$ cat src/rtl/pipe_pkg.sv
// rtl/pipe_pkg.sv - shared state encoding, field widths and EX/MEM control-bit indices
package pipe_pkg;

  // Sequencer states
  typedef enum logic [1:0] {
    ST_RUN      = 2'd0,
    ST_MEM_WAIT = 2'd1,
    ST_ERROR    = 2'd2
  } hz_state_t;

  // Register-specifier width of rs/rt/rd fields
  localparam int REG_ADDR_W = 5;

  // Bit positions inside the EX/MEM CTR_bits vector; callers slice exmem_* from CTR_bitsout
  localparam int CTR_BRANCH   = 0;
  localparam int CTR_MEMREAD  = 1;
  localparam int CTR_MEMWRITE = 2;
  localparam int CTR_REGWRITE = 3;
  localparam int CTR_MEMTOREG = 4;
  localparam int CTR_W        = 5;

endpackage

$ cat src/rtl/hazard_detect.sv
// rtl/hazard_detect.sv - combinational load-use hazard compare for the ID stage
module hazard_detect
  import pipe_pkg::*;
(
  input  logic                  idex_memread,
  input  logic [REG_ADDR_W-1:0] idex_rt,
  input  logic [REG_ADDR_W-1:0] ifid_rs,
  input  logic [REG_ADDR_W-1:0] ifid_rt,
  output logic                  lu
);

  // A load writing r0 never creates a dependency
  assign lu = idex_memread && (idex_rt != '0) &&
              ((idex_rt == ifid_rs) || (idex_rt == ifid_rt));

endmodule

$ cat src/rtl/pipe_hazard_ctrl.sv
// rtl/pipe_hazard_ctrl.sv - pipeline stall/flush sequencer; HAZARD_STATS_EN adds stall/flush counters
module pipe_hazard_ctrl
  import pipe_pkg::*;
#(
  parameter int unsigned MEM_TIMEOUT = 16,
  parameter int unsigned CNT_W       = 8
) (
  input  logic                  clock,
  input  logic                  reset,
  input  logic [REG_ADDR_W-1:0] ifid_rs,
  input  logic [REG_ADDR_W-1:0] ifid_rt,
  input  logic [REG_ADDR_W-1:0] idex_rt,
  input  logic                  idex_memread,
  input  logic                  exmem_branch,
  input  logic                  exmem_zero,
  input  logic                  exmem_memread,
  input  logic                  exmem_memwrite,
  input  logic                  mem_ready,
  output logic                  mem_req,
  output logic                  pc_write,
  output logic                  pc_src,
  output logic                  ifid_write,
  output logic                  ifid_flush,
  output logic                  idex_bubble,
  output logic                  exmem_hold,
  output logic                  exmem_flush,
`ifdef HAZARD_STATS_EN
  output logic [CNT_W-1:0]      lu_stall_cnt,
  output logic [CNT_W-1:0]      mem_stall_cnt,
  output logic [CNT_W-1:0]      flush_cnt,
`endif
  output logic                  mem_err
);

  localparam logic [CNT_W-1:0] TMO_LAST = CNT_W'(MEM_TIMEOUT - 1);

  hz_state_t        state, next_state;
  logic [CNT_W-1:0] wait_cnt, next_cnt;
  logic             access, taken, lu;
  logic             frozen, resolve, req;

  assign access = exmem_memread | exmem_memwrite;
  assign taken  = exmem_branch & exmem_zero;

  hazard_detect u_hazard_detect (
    .idex_memread (idex_memread),
    .idex_rt      (idex_rt),
    .ifid_rs      (ifid_rs),
    .ifid_rt      (ifid_rt),
    .lu           (lu)
  );

  // State and wait-counter registers
  always_ff @(posedge clock or posedge reset) begin
    if (reset) begin
      state    <= ST_RUN;
      wait_cnt <= '0;
    end else begin
      state    <= next_state;
      wait_cnt <= next_cnt;
    end
  end

  // Next state, wait counting, and whether this cycle is frozen or free to resolve branch/load-use
  always_comb begin
    next_state = state;
    next_cnt   = wait_cnt;
    frozen     = 1'b0;
    resolve    = 1'b0;
    req        = 1'b0;
    case (state)
      ST_RUN: begin
        req = access;
        if (access && !mem_ready) begin
          frozen     = 1'b1;
          next_state = ST_MEM_WAIT;
          next_cnt   = CNT_W'(1);
        end else begin
          resolve = 1'b1;
        end
      end
      ST_MEM_WAIT: begin
        req = 1'b1;
        if (mem_ready) begin
          resolve    = 1'b1;
          next_state = ST_RUN;
          next_cnt   = '0;
        end else begin
          frozen = 1'b1;
          if (wait_cnt != '1) next_cnt = wait_cnt + CNT_W'(1);
          if (wait_cnt == TMO_LAST) next_state = ST_ERROR;
        end
      end
      ST_ERROR: begin
        frozen = 1'b1;
      end
      default: begin
        frozen     = 1'b1;
        next_state = ST_RUN;
        next_cnt   = '0;
      end
    endcase
  end

  // Pipeline-register controls; reset forces the free-running PC/IF-ID pattern immediately
  always_comb begin
    mem_req     = 1'b0;
    pc_write    = 1'b1;
    pc_src      = 1'b0;
    ifid_write  = 1'b1;
    ifid_flush  = 1'b0;
    idex_bubble = 1'b0;
    exmem_hold  = 1'b0;
    exmem_flush = 1'b0;
    mem_err     = 1'b0;
    if (!reset) begin
      mem_req = req;
      mem_err = (state == ST_ERROR);
      if (frozen) begin
        pc_write   = 1'b0;
        ifid_write = 1'b0;
        exmem_hold = 1'b1;
      end else if (resolve && taken) begin
        pc_src      = 1'b1;
        ifid_flush  = 1'b1;
        idex_bubble = 1'b1;
        exmem_flush = 1'b1;
      end else if (resolve && lu) begin
        pc_write    = 1'b0;
        ifid_write  = 1'b0;
        idex_bubble = 1'b1;
      end
    end
  end

`ifdef HAZARD_STATS_EN
  logic lu_stall;
  assign lu_stall = idex_bubble & ~exmem_flush;

  // Saturating counters of load-use stalls, frozen cycles and taken-branch flushes
  always_ff @(posedge clock or posedge reset) begin
    if (reset) begin
      lu_stall_cnt  <= '0;
      mem_stall_cnt <= '0;
      flush_cnt     <= '0;
    end else begin
      if (lu_stall && lu_stall_cnt != '1)   lu_stall_cnt  <= lu_stall_cnt + CNT_W'(1);
      if (exmem_hold && mem_stall_cnt != '1) mem_stall_cnt <= mem_stall_cnt + CNT_W'(1);
      if (exmem_flush && flush_cnt != '1)   flush_cnt     <= flush_cnt + CNT_W'(1);
    end
  end
`endif

endmodule

$ cat config.mk
export PLATFORM = sky130hd
export DESIGN_NAME = pipe_hazard_ctrl
export DESIGN_NICKNAME = d
export VERILOG_FILES = /design/src/rtl/pipe_pkg.sv /design/src/rtl/hazard_detect.sv /design/src/rtl/pipe_hazard_ctrl.sv
export SDC_FILE = /design/constraint.sdc
export NUM_CORES = 1
export LEC_CHECK = 0
export CAP_MARGIN = 20
export CORE_AREA = 2 2 39 41
export CTS_CLUSTER_SIZE = 8
export DETAILED_ROUTE_END_ITERATION = 8
export DIE_AREA = 0 0 41 43
export DONT_BUFFER_PORTS = 1
export PLACE_DENSITY_LB_ADDON = 0.08
export RECOVER_POWER = 50
export SETUP_SLACK_MARGIN = 0.1
export SYNTH_ARGS = -nofsm -noshare
export SYNTH_HDL_FRONTEND = slang
export SYNTH_SLANG_ARGS = --single-unit
$ cat constraint.sdc
create_clock -name clock -period 2.86 [get_ports clock]
set_clock_uncertainty 0.15 [all_clocks]
set_input_delay 0.286 -clock clock [delete_from_list [all_inputs] [get_ports clock]]
set_output_delay 0.286 -clock clock [all_outputs]
set_load 0.01 [all_outputs]
==> results.sh <==
export IMPL_outcome="complete, no violations"
export IMPL_route_detailed_drc=0
export IMPL_end_kind="output port"
export IMPL_critPathMaxFanout=8
export IMPL_stdcell_count=109
export IMPL_grt_max_degree=12
export IMPL_area_growth_pct=3.76
export IMPL_die_area_um2=1760
export IMPL_ir_worst_vdd_mv=0.324
export IMPL_track_usage=0.205
export IMPL_drive_gt1_frac=0.129
export IMPL_clockRootBuffer="clkbuf_4"
export IMPL_nets=118
export IMPL_boundaryPins=32
export IMPL_drtIter0Drc=17
export IMPL_clkSlewWorstSetupHoldPaths_ns=0.07
export IMPL_wl_per_cell_um=15.3
export IMPL_crit_path_top_delay_cell="dfrtp_1"
export IMPL_cpPeakStageDelay_ns=0.46
export IMPL_nFillCells=133
export IMPL_clk_latency_ns=0.26
export IMPL_rrSetupSlack_ns=0.86
export IMPL_synth_commonest_cells="dfrtp_1 (10), nand2_1 (10), xnor2_1 (10), a21oi_1 (5), o21ai_0 (5)"
export IMPL_r2r_cells=4
export IMPL_power_leakage_nw=0.318
export IMPL_crit_type="flip-flop to output port"
export IMPL_synth_area_leaders="dfrtp_1 (31%), xnor2_1 (11%), nand2_1 (4.7%), o31ai_1 (3.8%), a21oi_1 (3.1%)"
export IMPL_avgViaCountPerCell=6.50
export IMPL_cts_buffers_inserted=3
export IMPL_postCtsSetupBuffers=0
export IMPL_synth_cell_types=36
export IMPL_start_kind="flip-flop"
export IMPL_core_um2=1380
export IMPL_drt_first_pass_iters=4
export IMPL_first_global_vias=652
export IMPL_min_period_ns=2.16
export IMPL_hold_viol_final=0
export IMPL_finalMaxSlewViolations=0
export IMPL_tritoncts="yes"
export IMPL_cts_path_max_buffers=2
export IMPL_dp_cells=104
export IMPL_holdPathEnd="state[0]"
export IMPL_max_cap_viol_count=0
export IMPL_preCtsSetupSlack_ns=0.953
export IMPL_reg2reg_from="state[0]"
export IMPL_antenna_cells=0
export IMPL_powerDensity_nw_per_um2=601
export IMPL_htree_levels=1
export IMPL_synth_ff_type="dfrtp_1"
export IMPL_ant_nets=0
export IMPL_grt_setup_unrepaired="false"
export IMPL_worst_slack_ns=0.704
export IMPL_synthesis_area_um2=798
export IMPL_yosysTopAreaCellShare=0.313
export IMPL_fmax_mhz=464
export IMPL_rows=14
export IMPL_relSlewSlack=0.519
export IMPL_cp_required_ns=2.42
export IMPL_synthCells=92
export IMPL_synth_nets=116
export IMPL_hold_depth=3
export IMPL_grt_first_pass_wirelength_mm=2.60
export IMPL_fp_dieW_um=41
export IMPL_cp_arrival_ns=1.72
export IMPL_setup_viol=0
export IMPL_yosysWarningCount=0
export IMPL_synth_edff_count=0
export IMPL_finalWeightedCongestion=0.756
export IMPL_crit_chain="nor3_1 -> o21ba_2 -> nor3b_1 -> buf_4 -> a31o_2"
export IMPL_ys_seq_elements=10
export IMPL_r2r_end="wait_cnt[5]"
export IMPL_io_buffers=0
export IMPL_worstHoldStart="mem_ready"
export IMPL_yosysTopAreaCell="dfrtp_1"
export IMPL_finalSetupTns_ns=0
export IMPL_initial_utilization=0.577
export IMPL_die_h_um=43
export IMPL_hpwl_mm=1.30
export IMPL_clkSinkCount=10
export IMPL_synth_sequential_area_ratio=0.313
export IMPL_wl_mm=1.67
export IMPL_grt_overflow_total=0
export IMPL_synthArstFlopShare=1.00
export IMPL_num_vias=708
export IMPL_antenna_found_initial=0
export IMPL_hp_class="primary input to flip-flop"
export IMPL_worstMarginPinSlew_ns=0.722
export IMPL_post_route_period_util=0.754
export IMPL_syn_avg_cell_area_um2=8.68
-- kinds of logic after synthesis --
family	Yosys count	synth area share
fa+ha+maj	1	0.0157
simple gates	35	0.248
xor+xnor	10	0.110
buf+inv	7	0.0580
flops	10	0.313
compound gates	29	0.255
-- repair_timing --
action	CTS	global route
resized for setup	0	0
hold buffers	1	0
endpoints found under the hold margin	10	0
-- cell type report --
class / instances / area (um2) / area share
Multi-Input combinational cell: 75 / 497 / 0.600
Timing Repair Buffer: 2 / 17.5 / 0.0211
Tap cell: 16 / 20.0 / 0.0242
Sequential cell: 10 / 250 / 0.302
Clock buffer: 4 / 36.3 / 0.0438
Inverter: 2 / 7.51 / 0.00906
-- cells in the final DEF, fill, tap and decap left out, types with 3 or more instances in the layout --
cell | Yosys | final
clkbuf_4 | 0 | 3
o31ai_1 | 4 | 4
o21ai_0 | 5 | 5
dfrtp_1 | 10 | 10
nor2_1 | 3 | 3
nand2_1 | 10 | 10
a21oi_1 | 5 | 5
nor3b_1 | 2 | 3
xnor2_1 | 10 | 10
nand3_1 | 4 | 4
nor3_1 | 4 | 4
-- report_power, final --
part	internal, mW	switching [mW]
Sequential	0.165	0.0369
Clock	0.0773	0.0491
Combinational	0.0670	0.103
Total	0.309	0.189
-- how the worst max path moves through the flow --
| stage | startpoint | endpoint | slack, ns | cells after the start |
|---|---|---|---|---|
| final | state[0] | idex_bubble | 0.70 | 5 |
| after detailed placement | wait_cnt[0] | wait_cnt[3] | 0.95 | 5 |
| after global placement | wait_cnt[0] | wait_cnt[3] | 0.98 | 5 |
| after global routing | reset | ifid_write | 0.64 | 4 |
| after floorplan | state[0] | ifid_flush | 0.90 | 4 |
| after CTS | state[0] | idex_bubble | 0.72 | 5 |
-- through the flow --
stage	util	area (um2)	power [mW]	hold slack (ns)
6_report	0.599	828	0.498	0.0609
5_1_grt	0.599	828	0.527	0.0887
4_1_cts	0.602	833	0.501	0.0666
3_5_place_dp	0.569	787	0.373	0.0431
3_3_place_gp	0.569	787	0.370	0.0383
2_1_floorplan	-	798	0.348	-0.0156
-- metal layers --
layer / up-vias / track usage / wire length [um]
met3: 0 / 0.0785 / 95
met1: 339 / 0.264 / 756
li1: 344 / - / -
met5: - / 0 / 0
met2: 25 / 0.325 / 819
met4: 0 / 0.0200 / 0
-- critical path: cells and delay by family (launching register included) --
| kind | cells | cell delay, ns |
|---|---|---|
| AO/OA/AOI/OAI | 2 | 0.33 |
| buffers and inverters | 1 | 0.20 |
| flip-flops | 1 | 0.46 |
| AND/OR/NAND/NOR | 2 | 0.47 |
-- state kept, by name, summed over array words and instances (netlist names) --
name and cells:
state 2, wait_cnt 8
Power figures use the tool's default switching activity.
